==> config.mk <==
export PLATFORM = sky130hd
export DESIGN_NAME = uart_tx_sched
export DESIGN_NICKNAME = d
export VERILOG_FILES = /design/src/rtl/uart_tx_sched.sv
export SDC_FILE = /design/constraint.sdc
export NUM_CORES = 1
export LEC_CHECK = 0
export CORE_MARGIN = 2
export CORE_UTILIZATION = 55
export DETAILED_ROUTE_END_ITERATION = 6
export DONT_BUFFER_PORTS = 1
export PLACE_DENSITY = 0.81
export SETUP_SLACK_MARGIN = 0.02
export SLEW_MARGIN = 0
export SYNTH_ARGS = -nofsm -noshare
export SYNTH_HDL_FRONTEND = slang
export SYNTH_SLANG_ARGS = --single-unit
==> constraint.sdc <==
create_clock -name FPGA_CLK -period 2.4 [get_ports FPGA_CLK]
set_input_delay 0.36 -clock FPGA_CLK [delete_from_list [all_inputs] [get_ports FPGA_CLK]]
set_output_delay 0.36 -clock FPGA_CLK [all_outputs]
set_load 0.005 [all_outputs]
==> src/rtl/uart_tx_sched.sv <==
// uart_tx_sched
//   Shares one UART transmit line between two byte requesters and owns the
//   baud-select setting of the baud generator. Frames are start / 8 data
//   (LSB first) / P_STOP_BITS stop bits. Bit periods are timed in BAUD_TICK
//   pulses (P_OVS per bit). Requesters are served round-robin. Baud changes
//   are held pending and applied only while idle, so a frame never mixes
//   rates.
//
// Ports
//   FPGA_CLK, FPGA_RST          clock, async active-high reset
//   BAUD_TICK                   one-cycle oversample pulse from the generator
//   BAUD_SEL, BAUD_SEL_WE       requested baud select and its write strobe
//   BAUD_CTRL                   applied baud select, drives the generator
//   REQx_VALID/DATA/READY       byte requesters 0 and 1 (valid/ready)
//   UART_TXD                    serial output, idle high
//   TX_BUSY                     frame in progress
//   GRANT_ID                    requester index of current/last frame
module uart_tx_sched #(
  parameter int unsigned P_OVS       = 16,
  parameter int unsigned P_STOP_BITS = 1,
  parameter logic [1:0]  P_RST_BAUD  = 2'b11
) (
  input  logic       FPGA_CLK,
  input  logic       FPGA_RST,
  input  logic       BAUD_TICK,
  input  logic [1:0] BAUD_SEL,
  input  logic       BAUD_SEL_WE,
  output logic [1:0] BAUD_CTRL,
  input  logic       REQ0_VALID,
  input  logic [7:0] REQ0_DATA,
  output logic       REQ0_READY,
  input  logic       REQ1_VALID,
  input  logic [7:0] REQ1_DATA,
  output logic       REQ1_READY,
  output logic       UART_TXD,
  output logic       TX_BUSY,
  output logic       GRANT_ID
);

  typedef enum logic [1:0] {
    S_IDLE,
    S_START,
    S_DATA,
    S_STOP
  } state_t;

  localparam logic [3:0] TICK_LAST = 4'(P_OVS - 1);
  localparam logic [2:0] STOP_LAST = 3'(P_STOP_BITS - 1);

  state_t     state;
  state_t     state_nxt;
  logic [7:0] shift_q;
  logic [3:0] tick_cnt;
  logic [2:0] bit_cnt;
  logic       grant_q;     // also the last-served pointer
  logic [1:0] baud_q;
  logic [1:0] pend_sel;
  logic       pend_valid;

  logic       win_id;
  logic       win_valid;
  logic       can_grant;
  logic       xfer;
  logic       period_end;
  logic       idle;

  // Arbitration: a lone requester wins; on contention the one not served
  // last wins.
  always_comb begin
    win_valid = REQ0_VALID | REQ1_VALID;
    if (REQ0_VALID && REQ1_VALID) begin
      win_id = ~grant_q;
    end else if (REQ1_VALID) begin
      win_id = 1'b1;
    end else begin
      win_id = 1'b0;
    end
  end

  assign idle       = (state == S_IDLE);
  // A pending baud apply takes the idle cycle; no grant alongside it.
  assign can_grant  = idle && !pend_valid && !FPGA_RST;
  assign xfer       = can_grant && win_valid;
  assign period_end = BAUD_TICK && (tick_cnt == TICK_LAST);

  // State register
  always_ff @(posedge FPGA_CLK or posedge FPGA_RST) begin
    if (FPGA_RST) begin
      state <= S_IDLE;
    end else begin
      state <= state_nxt;
    end
  end

  // Next-state logic
  always_comb begin
    state_nxt = state;
    unique case (state)
      S_IDLE:  if (xfer) state_nxt = S_START;
      S_START: if (period_end) state_nxt = S_DATA;
      S_DATA:  if (period_end && bit_cnt == 3'd7) state_nxt = S_STOP;
      S_STOP:  if (period_end && bit_cnt == STOP_LAST) state_nxt = S_IDLE;
      default: state_nxt = S_IDLE;
    endcase
  end

  // Datapath: shift register, counters, grant pointer, baud config
  always_ff @(posedge FPGA_CLK or posedge FPGA_RST) begin
    if (FPGA_RST) begin
      shift_q    <= '0;
      tick_cnt   <= '0;
      bit_cnt    <= '0;
      grant_q    <= 1'b1;
      baud_q     <= P_RST_BAUD;
      pend_sel   <= P_RST_BAUD;
      pend_valid <= 1'b0;
    end else begin
      // A write in the apply cycle stays pending; the apply uses the
      // previously pending value.
      if (BAUD_SEL_WE) begin
        pend_sel   <= BAUD_SEL;
        pend_valid <= 1'b1;
      end else if (idle && pend_valid) begin
        pend_valid <= 1'b0;
      end
      if (idle && pend_valid) begin
        baud_q <= pend_sel;
      end

      if (xfer) begin
        shift_q  <= win_id ? REQ1_DATA : REQ0_DATA;
        grant_q  <= win_id;
        tick_cnt <= '0;
        bit_cnt  <= '0;
      end else if (!idle && BAUD_TICK) begin
        if (period_end) begin
          tick_cnt <= '0;
          if (state == S_DATA) begin
            shift_q <= {1'b0, shift_q[7:1]};
            bit_cnt <= bit_cnt + 3'd1;  // wraps to 0 entering STOP
          end else if (state == S_STOP) begin
            bit_cnt <= bit_cnt + 3'd1;
          end
        end else begin
          tick_cnt <= tick_cnt + 4'd1;
        end
      end
    end
  end

  // Outputs; TXD is decoded from state so reset drives it high immediately.
  always_comb begin
    UART_TXD   = 1'b1;
    TX_BUSY    = !idle;
    REQ0_READY = xfer && !win_id;
    REQ1_READY = xfer && win_id;
    unique case (state)
      S_START: UART_TXD = 1'b0;
      S_DATA:  UART_TXD = shift_q[0];
      default: UART_TXD = 1'b1;
    endcase
  end

  assign BAUD_CTRL = baud_q;
  assign GRANT_ID  = grant_q;

endmodule

==> summary.txt, run 1 <==
STA
  • RSZ-0062 raised after global routing: false
  • Worst-Margin Slew: 813 ps
  • Final hold vios: 0
  • Clock skew: 1.94 ps
  • Setup TNS: 0 ps
  • Fin crit period: 2230 ps
  • Worst slew margin: 0.457
  • Fmax: ~0.45 GHz
  • Post-route clock period utilization: 0.930
  • Final Max Tran Viols: 0
  • Setup-failing EPs final: 0

Global routing
  • Global-route wire length before repair: 3.77 mm
  • GRT overflow: 0
  • Initial antenna violation count: 0
  • Largest net degree at the start of global routing: 24
  • Overall routing resource usage: 0.188
  • Number of global-route vias before repair: 900

Hold path
  • Worst hold path class: primary input to asynchronous set/reset pin

Clock tree
  • Post-CTS resize count: 1
  • Clk_lat worst skew: 310 ps
  • CTS max path bufs: 2
  • CTS tree: built
  • H-tree lvl count: 1
  • Hold buffer count at cts: 0
  • Clock transition at path regs: approximately 120 ps
  • Clock net sink count: 23
  • Root Buffer: clkbuf_4
  • CTS Buf Count: 3
  • Post-CTS setup repair buffer count: 0

Floorplanning
  • Initial core utilization: 0.582
  • DIE WIDTH: 52.4 µm
  • Die area: 0.00274 mm²
  • Chip height: between 50 and 60 µm
  • Core Area: around 0.0022 mm²
  • Row Count: 17
  • I/O pin cnt: 31

Place
  • Routability cong.: 0.733
  • Hpwl dp: about 1.8 mm
  • Number of port buffers: 0
  • Placed Area: 0.00132 mm²

Logic synthesis
  • Yosys cell types: 34
  • Main area contributors after synthesis: dfrtp_1, dfstp_2, mux2i_1
  • Post-synth EDFFs: 0
  • Ys async rst share: 1.00
  • Yosys top cell area share: 0.350
  • Cell taking the most area after synthesis: dfrtp_1
  • Syn Area/Cell: between 10 and 15 µm²
  • Main synth FF type: dfrtp_1
  • #FFs+latches synth: 23
  • Post-synthesis sequential area ratio: 0.452
  • Yosys Warn Count: 0
  • Synth Instances: 123
  • Synth Cell Area: 0.00129 mm²
  • Syn nets: 156

Routing
  • DRT Wirelength: 2.26 mm
  • DR pass1 iterations: 4
  • Routed wire per std cell: 14.7 µm
  • Vias: 921
  • DRC Markers: 0
  • Initial DRC Count: 26
  • Via/cell ratio: 5.98
  • Final ANT Viol Nets: 0

Layout
  • N_diodes: 0
  • Nets: 160
  • Most common cell after layout, fill and taps aside: nand2_1
  • # fillers: 182
  • Synthesis-to-layout area growth: 6.12%
  • Design Area, Final: 0.00137 mm²
  • Most frequent cells in the layout: nand2_1, dfrtp_1, mux2i_1, nor2_1, ha_1
  • Share of layout cells above drive strength 1: 0.190

Worst setup path
  • CP arrival: approximately 1900 ps
  • Worst path required time: 2040 ps
  • Critical path class: register to primary output
  • CP Capture Type: primary output
  • Crit Path Max Fanout: 7
  • CP startpoint kind: register

Job
  • Max cap viols: 0

Outcome
  • Outcome: completed

Power
  • Leakage: 0.626 nW
  • Pwr dens: 1050 mW/mm²
  • Final Power: 1.43 mW
  • VDD IR-drop max: 0.645 mV
## power by group
part,switching (mW),total (mW),internal (mW)
clock,0.115,0.177,0.0623
sequential,0.123,0.688,0.565
combinational,0.283,0.565,0.282
total,0.520,1.43,0.909
## worst max-delay path, stage by stage (launching register included)
cell and delay (ps):
dfrtp_1 420, inv_1 160, ha_4 190, inv_2 80, or4_4 540, nor2_1 170
## per-stage QoR
step	setup WS, ps	cells	hold WS (ps)	utilization
6_report	169	154	80.7	0.618
3_3_place_gp	396	150	448	0.598
4_1_cts	45.6	154	108	0.612
2_1_floorplan	352	123	358	-
5_1_grt	69.9	154	114	0.618
3_5_place_dp	312	150	457	0.598
## logic make-up after synthesis
kind of cell,Yosys count,share of synthesized area
XOR/XNOR,2,0.0136
flip-flops,23,0.452
AND/OR/NAND/NOR,43,0.157
buffers and inverters,12,0.0437
AO/OA/AOI/OAI,16,0.100
multiplexers,18,0.146
adder cells (fa/ha/maj),9,0.0875
## sequential cells by signal, indices dropped and copies added, names as in the netlist
register    cells
shift_q         8
tick_cnt        4
bit_cnt         3
BAUD_CTRL       2
pend_sel        2
state           2
GRANT_ID        1
pend_valid      1
## final timing paths
| path | startpoint | end | slack [ps] | cells past startpoint |
|---|---|---|---|---|
| worst max-delay path | state[0] | REQ0_READY | 170 | 5 |
| worst min-delay path | FPGA_RST | pend_valid | 80 | 1 |
| worst max register to register | state[0] | shift_q[0] | 520 | 7 |
| worst min register to register | shift_q[4] | shift_q[3] | 500 | 2 |
| max in group asynchronous | FPGA_RST | bit_cnt[0] | 1820 | 1 |
| min in group FPGA_CLK | BAUD_SEL_WE | pend_valid | 130 | 1 |
## per-layer routing
layer | global-route usage | vias to the layer above | share of wire
met5 | 0 | - | 0
met4 | 0.0769 | 0 | 0.011
met3 | 0.0657 | 4 | 0.076
met2 | 0.306 | 28 | 0.50
met1 | 0.224 | 450 | 0.42
li1 | - | 439 | -
## synthesized netlist by cell type, types with 2 or more instances
library cell and count:
nand4_1 2, dfrtp_1 18, o221ai_1 6, clkbuf_1 2, nor3_1 4, mux2i_1 12, o22ai_1 2, ha_1 9
a21o_1 2, dfstp_2 5, inv_1 6, mux2_2 6, nand2_1 19, nor2_1 10
## final cells by class
cell class                      instances  area [µm²]  area share
Multi-Input combinational cell         88         666       0.487
Sequential cell                        23         582       0.426
Tap cell                               28        35.0      0.0256
Timing Repair Buffer                    4        30.0      0.0220
Inverter                                7        26.3      0.0192
Clock buffer                            3        22.5      0.0165
Clock inverter                          1        5.00     0.00366
No activity file was read; power rests on OpenSTA's default activity.
==> inputs of run 2 (changes only) <==
--- a/config.mk
+++ b/config.mk
@@ -9,7 +9,7 @@
 export CORE_UTILIZATION = 55
 export DETAILED_ROUTE_END_ITERATION = 6
 export DONT_BUFFER_PORTS = 1
-export PLACE_DENSITY = 0.81
+export PLACE_DENSITY_LB_ADDON = 0.2
 export SETUP_SLACK_MARGIN = 0.02
 export SLEW_MARGIN = 0
 export SYNTH_ARGS = -nofsm -noshare
==> run 2 against run 1 <==
  * Clock power is essentially flat
  * Non-clock buffer count decreased by 1
  * Maximum frequency grew 0.53%
  * Sequential power is essentially flat
  * Combinational power about the same
  * Global-route usage is 0.91 points higher
  * Wire length grew 0.62%
  * Die area is the same
  * Clock skew rose by 2.0 ps
  * Via count down 2.9%
  * Cell count is 0.65% lower
  * Sequential cell count stayed put
==> summary.txt, run 2 (synthesis gave the netlist of run 1 again) <==
Outcome
  • Outcome: completed

Place
  • Routability cong.: 0.760 (+3.7%)
  • Number of port buffers: 0 (unchanged)
  • Placed Area: 0.00132 mm² (-0.57%)
  • Hpwl dp: 1.73 mm (-2.8%)
  • Placed Instances: 149 (-0.67%)

Layout
  • # fillers: 187 (+2.7%)
  • Most common cell after layout, fill and taps aside: nand2_1
  • Share of layout cells above drive strength 1: 0.184 (-0.00648)
  • Top reg by flops: shift_q
  • Max FFs per register: 8 (unchanged)
  • Most frequent cells in the layout: nand2_1, dfrtp_1, mux2i_1, nor2_1, ha_1
  • Final non-filler cell total: 153 (-0.65%)
  • Top Registers: shift_q (8), tick_cnt (4), bit_cnt (3)
  • N_diodes: 0 (unchanged)
  • Design Area, Final: 0.00136 mm² (-0.64%)
  • Multi-input logic area: 666 µm² (unchanged)
  • Synthesis-to-layout area growth: 5.44%
  • Nets: 159 (-0.63%)
  • FF+latch area: 582 µm² (unchanged)

Floorplanning
  • Initial core utilization: 0.582 (unchanged)
  • Row Count: 17 (unchanged)
  • Die area: 0.00274 mm² (unchanged)
  • Chip height: 52.4 µm (unchanged)
  • DIE WIDTH: 52.4 µm (unchanged)
  • I/O pin cnt: 31 (unchanged)
  • Core Area: 0.00221 mm² (unchanged)

Global routing
  • Overall routing resource usage: 0.197 (+0.00912)
  • GRT overflow: 0 (unchanged)
  • Global-route wire length before repair: 3.96 mm (+4.9%)
  • Number of global-route vias before repair: 947 (+5.2%)
  • Initial antenna violation count: 0 (unchanged)
  • Largest net degree at the start of global routing: 24 (unchanged)

Clock tree
  • CTS max path bufs: 2 (unchanged)
  • CTS Buf Count: 3 (unchanged)
  • H-tree lvl count: 1 (unchanged)
  • Root Buffer: clkbuf_4
  • Hold buffer count at cts: 0 (unchanged)
  • CTS tree: built
  • Clock transition at path regs: 120 ps (about the same)
  • Clk_lat worst skew: 300 ps (about the same)
  • Clock net sink count: 23 (unchanged)

Power
  • Leakage: 0.618 nW (-1.3%)
  • P_sw: 517 µW (-0.69%)
  • Switching Share: 0.362 (-0.00161)
  • Pint: 909 µW (about the same)
  • Pwr dens: 1050 mW/mm² (+0.40%)
  • Seq pwr share: 0.482 (about the same)
  • VDD IR-drop max: 0.677 mV (+5.0%)
  • Clock power share: 0.124 (about the same)
  • Logic pwr share: 0.394 (about the same)

Routing
  • Routed wire per std cell: 14.9 µm (+1.3%)
  • Final ANT Viol Nets: 0 (unchanged)
  • Via/cell ratio: 5.84 (-2.3%)
  • DRC Markers: 0 (unchanged)
  • DRT Wirelength: 2.28 mm (+0.62%)
  • Initial DRC Count: 21 (-19%)
  • DR pass1 iterations: 4 (unchanged)
  • Vias: 894 (-2.9%)

Worst setup path
  • Cells on worst reg2reg path: 7 (unchanged)
  • CP startpoint kind: register
  • Critical path class: register to primary output
  • CP arrival: 1860 ps (about the same)
  • Worst path required time: 2040 ps (about the same)
  • Crit Path Max Fanout: 10 (+3)
  • CP Capture Type: primary output

STA
  • Post-route clock period utilization: 0.925 (-0.00489)
  • Final Max Tran Viols: 0 (unchanged)
  • Worst-Margin Slew: 830 ps (+17.1 ps)
  • Setup TNS: 0 ps (unchanged)
  • Final hold vios: 0 (unchanged)
  • Fin crit period: 2220 ps (-11.7 ps)
  • Fmax: 0.451 GHz (+0.53%)
  • Clock skew: 3.92 ps (+1.98 ps)
  • RSZ-0062 raised after global routing: false
  • Worst slew margin: 0.446 (-0.0114)
  • Setup-failing EPs final: 0 (unchanged)

Job
  • Max cap viols: 0 (unchanged)

Hold path
  • Worst hold path class: primary input to asynchronous set/reset pin
[run 2: cell types whose count changed in the layout (fill, tap and decap cells not counted)]
cell,delta
buf_4,-1
clkbuf_1,+1
clkinv_2,-1
inv_1,-1
inv_2,+1
[run 2: what timing repair did]
item | 4_1_cts | 5_1_grt
gates resized for setup | 1 | 3
endpoints found under the setup margin | 1 | 2
setup buffers | 0 | 0
[run 2: cell type report]
type | count | share of cell area
Multi-Input combinational cell | 88 | 0.490
Sequential cell | 23 | 0.429
Tap cell | 28 | 0.0258
Clock buffer | 4 | 0.0194
Inverter | 7 | 0.0194
Timing Repair Buffer | 3 | 0.0166
[run 2: path summary, 6_finish.rpt]
path	from	end	slack [ps]
setup / recovery	state[1]	REQ0_READY	180
hold / removal	FPGA_RST	pend_valid	90
setup reg to reg	state[1]	shift_q[2]	490
hold reg to reg	shift_q[6]	shift_q[5]	500
max in group asynchronous	FPGA_RST	tick_cnt[1]	1800
min in group FPGA_CLK	BAUD_SEL_WE	pend_valid	140
[run 2: power groups by stage]
stage / sequential (mW) / clock [mW] / combinational [mW]
2_1_floorplan: 0.659 / 0 / 0.458
3_3_place_gp: 0.689 / 0 / 0.520
3_5_place_dp: 0.696 / 0 / 0.540
4_1_cts: 0.687 / 0.184 / 0.544
5_1_grt: 0.715 / 0.204 / 0.648
6_report: 0.687 / 0.177 / 0.562
[run 2: routing by layer]
layer	track usage	wire, µm	vias up
met5	0	0	-
met4	0.0940	13	0
met3	0.0343	168	2
met2	0.329	1120	36
met1	0.245	978	420
li1	-	-	436
[run 2: critical path: stages, from the launching register on]
cell	delay [ps]
dfrtp_1	430
inv_1	150
ha_4	180
inv_2	80
or4_4	560
nor2_1	170
[run 2: stage by stage]
step / power [mW] / util / setup slack (ps) / hold slack [ps]
global route: 1.57 / 0.614 / 43.5 / 129
global placement: 1.21 / 0.594 / 329 / 454
finish: 1.43 / 0.614 / 181 / 90.7
detailed placement: 1.24 / 0.594 / 239 / 463
CTS: 1.42 / 0.608 / 41.7 / 115
floorplan: 1.12 / - / 352 / 358
